<file path="src/rtl/image_xfer_ctrl.sv">
`default_nettype none
// image_xfer_ctrl: byte-serial PC link that clears, downloads to and uploads from a word memory.
// Define IMAGE_XFER_CHECKSUM_EN to append an XOR checksum byte to each download/upload.
module image_xfer_ctrl #(
  parameter int ADDR_W    = 16,
  parameter int BPW       = 4,
  parameter int DL_BASE   = 0,
  parameter int DL_WORDS  = 25344,
  parameter int UL_BASE   = 25344,
  parameter int UL_WORDS  = 25344,
  parameter int CLR_WORDS = 2**ADDR_W
) (
  input  logic              clk,
  input  logic              reset,
  output logic [7:0]        tx_data,
  output logic              tx_stb,
  input  logic              tx_ack,
  input  logic [7:0]        rx_data,
  input  logic              rx_stb,
  output logic              mem_en,
  output logic              mem_we,
  output logic [ADDR_W-1:0] mem_addr,
  output logic [8*BPW-1:0]  mem_dw,
  input  logic [8*BPW-1:0]  mem_dr,
  output logic              busy
);

  localparam logic [2:0] S_CLEAR      = 3'd0;
  localparam logic [2:0] S_IDLE       = 3'd1;
  localparam logic [2:0] S_TEST_REPLY = 3'd2;
  localparam logic [2:0] S_DL_RX      = 3'd3;
  localparam logic [2:0] S_DL_STORE   = 3'd4;
  localparam logic [2:0] S_UL_FETCH   = 3'd5;
  localparam logic [2:0] S_UL_TX      = 3'd6;
`ifdef IMAGE_XFER_CHECKSUM_EN
  localparam logic [2:0] S_CSUM_TX    = 3'd7;
  localparam logic [2:0] S_DONE       = S_CSUM_TX;
`else
  localparam logic [2:0] S_DONE       = S_IDLE;
`endif

  localparam logic [7:0] CMD_TEST  = 8'h74;
  localparam logic [7:0] CMD_CLEAR = 8'h63;
  localparam logic [7:0] CMD_WRITE = 8'h77;
  localparam logic [7:0] CMD_READ  = 8'h72;
  localparam logic [7:0] TEST_ACK  = 8'h79;

  localparam logic [ADDR_W-1:0] ADDR_ONE  = ADDR_W'(1);
  localparam logic [ADDR_W-1:0] DL_FIRST  = ADDR_W'(DL_BASE);
  localparam logic [ADDR_W-1:0] DL_LAST   = ADDR_W'(DL_BASE + DL_WORDS - 1);
  localparam logic [ADDR_W-1:0] UL_FIRST  = ADDR_W'(UL_BASE);
  localparam logic [ADDR_W-1:0] UL_LAST   = ADDR_W'(UL_BASE + UL_WORDS - 1);
  localparam logic [ADDR_W-1:0] CLR_LAST  = ADDR_W'(CLR_WORDS - 1);
  localparam logic [2:0]        LAST_LANE = 3'(BPW - 1);

  logic [2:0]        state;
  logic [2:0]        next_state;
  logic [ADDR_W-1:0] addr;
  logic [2:0]        lane;
  logic [8*BPW-1:0]  word_buf;

  assign mem_addr = addr;
  assign busy     = (state != S_IDLE);

  always_ff @(posedge clk) begin
    if (reset) state <= S_CLEAR;
    else       state <= next_state;
  end

  always_comb begin
    next_state = state;
    case (state)
      S_CLEAR:      if (addr == CLR_LAST) next_state = S_IDLE;
      S_IDLE: begin
        if (rx_stb) begin
          case (rx_data)
            CMD_TEST:  next_state = S_TEST_REPLY;
            CMD_CLEAR: next_state = S_CLEAR;
            CMD_WRITE: next_state = S_DL_RX;
            CMD_READ:  next_state = S_UL_FETCH;
            default:   next_state = S_IDLE;
          endcase
        end
      end
      S_TEST_REPLY: if (tx_ack) next_state = S_IDLE;
      S_DL_RX:      if (rx_stb && lane == LAST_LANE) next_state = S_DL_STORE;
      S_DL_STORE:   next_state = (addr == DL_LAST) ? S_DONE : S_DL_RX;
      S_UL_FETCH:   next_state = S_UL_TX;
      S_UL_TX: begin
        if (tx_ack && lane == LAST_LANE)
          next_state = (addr == UL_LAST) ? S_DONE : S_UL_FETCH;
      end
`ifdef IMAGE_XFER_CHECKSUM_EN
      S_CSUM_TX:    if (tx_ack) next_state = S_IDLE;
`endif
      default:      next_state = S_CLEAR;
    endcase
  end

  // Address, lane index and assembly buffer; addr wraps naturally at ADDR_W bits.
  always_ff @(posedge clk) begin
    if (reset) begin
      addr     <= '0;
      lane     <= '0;
      word_buf <= '0;
    end else begin
      case (state)
        S_CLEAR: addr <= addr + ADDR_ONE;
        S_IDLE: begin
          if (rx_stb) begin
            case (rx_data)
              CMD_CLEAR: addr <= '0;
              CMD_WRITE: begin addr <= DL_FIRST; lane <= '0; end
              CMD_READ:  begin addr <= UL_FIRST; lane <= '0; end
              default:   ;
            endcase
          end
        end
        S_DL_RX: begin
          if (rx_stb) begin
            for (int l = 0; l < BPW; l++)
              if (lane == 3'(l)) word_buf[8*l +: 8] <= rx_data;
            lane <= (lane == LAST_LANE) ? 3'd0 : lane + 3'd1;
          end
        end
        S_DL_STORE: if (addr != DL_LAST) addr <= addr + ADDR_ONE;
        S_UL_TX: begin
          if (tx_ack) begin
            if (lane == LAST_LANE) begin
              lane <= '0;
              if (addr != UL_LAST) addr <= addr + ADDR_ONE;
            end else begin
              lane <= lane + 3'd1;
            end
          end
        end
        default: ;
      endcase
    end
  end

`ifdef IMAGE_XFER_CHECKSUM_EN
  logic [7:0] csum;
  logic       is_cmd;

  assign is_cmd = (rx_data == CMD_TEST) || (rx_data == CMD_CLEAR) ||
                  (rx_data == CMD_WRITE) || (rx_data == CMD_READ);

  always_ff @(posedge clk) begin
    if (reset)                                csum <= '0;
    else if (state == S_IDLE && rx_stb && is_cmd) csum <= '0;
    else if (state == S_DL_RX && rx_stb)      csum <= csum ^ rx_data;
    else if (state == S_UL_TX && tx_ack)      csum <= csum ^ tx_data;
  end
`endif

  always_comb begin
    tx_data = 8'h00;
    tx_stb  = 1'b0;
    mem_en  = 1'b0;
    mem_we  = 1'b0;
    mem_dw  = '0;
    case (state)
      S_CLEAR: begin
        mem_en = 1'b1;
        mem_we = 1'b1;
      end
      S_TEST_REPLY: begin
        tx_data = TEST_ACK;
        tx_stb  = 1'b1;
      end
      S_DL_STORE: begin
        mem_en = 1'b1;
        mem_we = 1'b1;
        mem_dw = word_buf;
      end
      S_UL_FETCH: mem_en = 1'b1;
      S_UL_TX: begin
        // Holding mem_en with a stable address keeps mem_dr valid for all lanes.
        mem_en = 1'b1;
        tx_stb = 1'b1;
        for (int l = 0; l < BPW; l++)
          if (lane == 3'(l)) tx_data = mem_dr[8*l +: 8];
      end
`ifdef IMAGE_XFER_CHECKSUM_EN
      S_CSUM_TX: begin
        tx_data = csum;
        tx_stb  = 1'b1;
      end
`endif
      default: ;
    endcase
  end

endmodule
`default_nettype wire

</file>
<file path="config.mk">
export PLATFORM = sky130hd
export DESIGN_NAME = image_xfer_ctrl
export DESIGN_NICKNAME = d
export VERILOG_FILES = /design/src/rtl/image_xfer_ctrl.sv
export SDC_FILE = /design/constraint.sdc
export NUM_CORES = 1
export LEC_CHECK = 0
export BUFFER_PORTS_ARGS = -buffer_cell sky130_fd_sc_hd__buf_2
export CAP_MARGIN = 20
export CORE_AREA = 4 4 169 89
export DETAILED_ROUTE_END_ITERATION = 16
export DIE_AREA = 0 0 173 93
export MAX_ROUTING_LAYER = met4
export PLACE_DENSITY_LB_ADDON = 0.05
export SYNTH_ARGS = -nofsm -noshare
export SYNTH_HDL_FRONTEND = slang
export SYNTH_SLANG_ARGS = --single-unit
</file>
<file path="constraint.sdc">
create_clock -name clk -period 2.28 [get_ports clk]
set_input_delay 0.228 -clock clk [delete_from_list [all_inputs] [get_ports clk]]
set_output_delay 0.228 -clock clk [all_outputs]
set_load 0.02 [all_outputs]
</file>
==> results.py <==
metrics = {
    "power_and_ir_drop": {
        "peakVddDrop_mv": 0.254,
        "p_total_mw": 2.02,
        "power_leakage_nw": 1.95,
        "power_density_nw_per_um2": 460,
    },
    "synthesis": {
        "ys_types": 59,
        "async_reset_ff_frac": 0,
        "synth-edff-count": 0,
        "synth_warnings": 0,
        "post_synth_instance_area_um2": 3330,
        "avgSynthCellArea_um2": 8.17,
        "yosysSeqAreaShare": 0.324,
        "synth_seq_cells": 54,
        "netlist_instances": 408,
        "ys.flop_type": "dfxtp_1",
        "syn-num-nets": 457,
    },
    "setup_path": {
        "reg2reg_to": "mem_addr[10]",
        "cpPeakStageDelay_ns": 0.60,
        "critPathMaxFanout": 5,
        "crit_chain": "ha_2, nand4b_1, or4_4, o22ai_2, buf_4, nor4_1, o221a_2",
        "path_buf_inv": 1,
        "worst_r2r_path_depth": 7,
        "r2r_slack_ns": 0.14,
        "critPathCaptureType": "flop",
        "cp.required_ns": 2.47,
        "crit_family": "simple AND/OR/NAND/NOR gates",
        "crit_path_start": "mem_addr[0]",
        "cp-start-kind": "flop",
        "crit_cells": 7,
        "timing.rr.start": "mem_addr[0]",
        "slowest_stage": "or4_4",
        "crit_type": "flop to flop",
        "cp.arrival_ns": 2.33,
    },
    "cells_and_area": {
        "area_growth_syn_to_layout_pct": 31.9,
        "final-seq-area_um2": 1080,
        "layout.nets": 569,
        "multi_input_area_um2": 2080,
        "final_cells": 698,
        "n_fill_cell": 1455,
        "drive_gt1_frac": 0.338,
    },
    "floorplanning": {
        "num_io_pins": 104,
        "fp-row-count": 30,
        "die_w_um": 173,
        "die_area_um2": 16100,
        "die_h_um": 93,
        "design.core.area_um2": 13400,
        "initial_core_util": 0.248,
    },
    "sta": {
        "setup_viol": 0,
        "hold_viol_final": 0,
        "period_share": 0.941,
        "grt_setup_unrepaired": "yes",
        "fin_crit_ns": 2.14,
        "layout_setup_ws_ns": 0.135,
        "worst_slew_pin_slew_ns": 0.653,
        "finalClockSkew_ns": 0.00542,
        "fmax_ghz": 0.466,
        "max-slew-margin-rel": 0.564,
        "slew_violations": 0,
    },
    "clock_tree": {
        "h-tree-depth": 2,
        "cts_setup_buffers": 0,
        "cts_tree": "built",
        "clk_pin_slew_ns": 0.08,
        "cts_hold_buf": 0,
        "numCtsBuffers": 5,
        "clock_latency_ns": 0.30,
        "cts-root-buf": "clkbuf_16",
        "cts.sinks": 54,
        "clockBufferDepth": 2,
    },
    "route": {
        "vias_per_cell": 5.00,
        "via_count": 3491,
        "ant_nets": 0,
        "drt_iter0_markers": 229,
        "drc": 0,
        "wl_per_cell_um": 17.7,
        "routed_wl_mm": 12.4,
        "dr.pass1.iters": 5,
    },
    "placed_design": {
        "pre_cts_ws_ns": 0.0963,
        "portBuffers": 103,
        "place_congestion": 0.796,
        "dpl.cell_count": 689,
        "post-dp-hpwl_mm": 8.71,
    },
    "hold_path": {
        "min_to": "word_buf[30]",
        "holdPathStages": 3,
        "hp-class": "input pin to flop",
        "min_from": "rx_data[6]",
    },
    "grt": {
        "grt_pass1_vias": 3512,
        "grt.total_usage": 0.154,
        "grt_pass1_wl_mm": 19.6,
        "grt-ovfl-total": 0,
        "antenna_found_initial": 1,
        "grt_max_degree": 46,
    },
    "run_status": {
        "status": "finished, final reports clean",
    },
    "flow_run": {
        "maxCapViolations": 0,
    },
}
## layout by cell type, fill, tap and decap left out, drive strengths merged, types with 4 or more instances in the layout
| cell type | instances |
|---|---|
| buf | 139 |
| clkbuf | 5 |
| and3 | 35 |
| dfxtp | 54 |
| mux2i | 34 |
| a21oi | 14 |
| nand3 | 13 |
| o21ai | 11 |
| nor3 | 19 |
| o311ai | 4 |
| nand2 | 25 |
| inv | 12 |
| o31ai | 8 |
| nor2b | 7 |
| o221a | 8 |
| nand2b | 7 |
| ha | 5 |
| a21o | 5 |
| a221o | 5 |
| and2 | 4 |
| nor2 | 48 |
## report_power, final
group / switching [mW] / leakage, nW / internal (mW) / total, mW
clock: 0.402 / 0.0820 / 0.528 / 0.930
combinational: 0.0802 / 1.43 / 0.0622 / 0.142
sequential: 0.00320 / 0.436 / 0.946 / 0.950
## Yosys cell counts (3+ instances only)
library cell | instances | share of area
mux2i_1 | 34 | 0.10
o221a_2 | 8 | 0.027
clkbuf_1 | 28 | 0.032
nand4_1 | 3 | 0.0056
nor2b_1 | 7 | 0.013
nand2_1 | 25 | 0.028
nor3_1 | 19 | 0.029
inv_1 | 11 | 0.012
and2_1 | 4 | 0.0075
nand2b_1 | 7 | 0.013
a21o_1 | 5 | 0.011
a31oi_1 | 3 | 0.0056
or2_2 | 3 | 0.0056
dfxtp_1 | 54 | 0.32
a21oi_1 | 14 | 0.021
a221o_1 | 5 | 0.015
nand3_1 | 13 | 0.020
and3_1 | 35 | 0.066
o221ai_1 | 3 | 0.0079
nor2_1 | 48 | 0.054
o31ai_1 | 7 | 0.016
nand3b_1 | 3 | 0.0068
o311ai_0 | 4 | 0.011
nand4b_1 | 3 | 0.0079
ha_1 | 5 | 0.019
o21ai_0 | 11 | 0.017
a221oi_1 | 3 | 0.0079
a21bo_2 | 3 | 0.0090
buf_2 | 5 | 0.0075
## stage by stage
step / TNS (ns) / utilization / hold WS [ns] / area, um^2
CTS: 0 / 0.326 / 0.279 / 4380
detailed placement: 0 / 0.313 / 0.477 / 4200
finish: 0 / 0.327 / 0.270 / 4400
global placement: 0 / 0.313 / 0.467 / 4200
floorplan: 0 / - / 0.375 / 3330
global route: -0.0153 / 0.327 / 0.309 / 4400
## cell families (layout without fill, tap and decap cells)
family          count (synthesis)  count (layout)  share of synthesized area
simple gates                  186             186                      0.297
other cells                     0               1                          0
compound gates                 81              81                      0.195
xor+xnor                        3               3                    0.00788
buf+inv                        45             158                     0.0548
fa+ha+maj                       5               5                     0.0188
mux                            34              34                      0.102
flops                          54              54                      0.324
## registers in the layout, indices dropped and copies added (netlist names)
| name | cells |
|---|---|
| word_buf | 32 |
| lane | 3 |
| mem_addr | 16 |
| state | 3 |
## worst max path at each step
stage	to	slack, ns
after floorplan	mem_addr[10]	0.09
after global placement	mem_addr[10]	0.09
after detailed placement	mem_addr[10]	0.1
after CTS	tx_data[3]	0.0005
after global routing	tx_data[0]	-0.02
final	mem_addr[10]	0.14
## timing repair
item | CTS | global route
endpoints found under the hold margin | 0 | 0
resized for setup | 1 | 7
endpoints found under the setup margin | 8 | 16
pin swaps | 0 | 0
## layer usage
layer | wire length [um] | part of all wire | GRT usage
met4 | 57 | 0.0046 | 0.0146
met3 | 484 | 0.039 | 0.0319
met5 | 0 | 0 | -
met1 | 6380 | 0.52 | 0.220
met2 | 5450 | 0.44 | 0.235
## worst min-delay path: stages
cell and delay (ns):
buf_2 0.15, mux2i_1 0.09, nor2_1 0.07
## final cells by class
class	count	share of cell area
clock inverter	3	0.0111
clock buffer	5	0.0285
tap	176	0.0501
multi-input combinational	309	0.474
inverter	11	0.00939
antenna	1	0.000569
sequential	54	0.246
timing repair buffer	139	0.180
No activity file was read; power rests on OpenSTA's default activity.
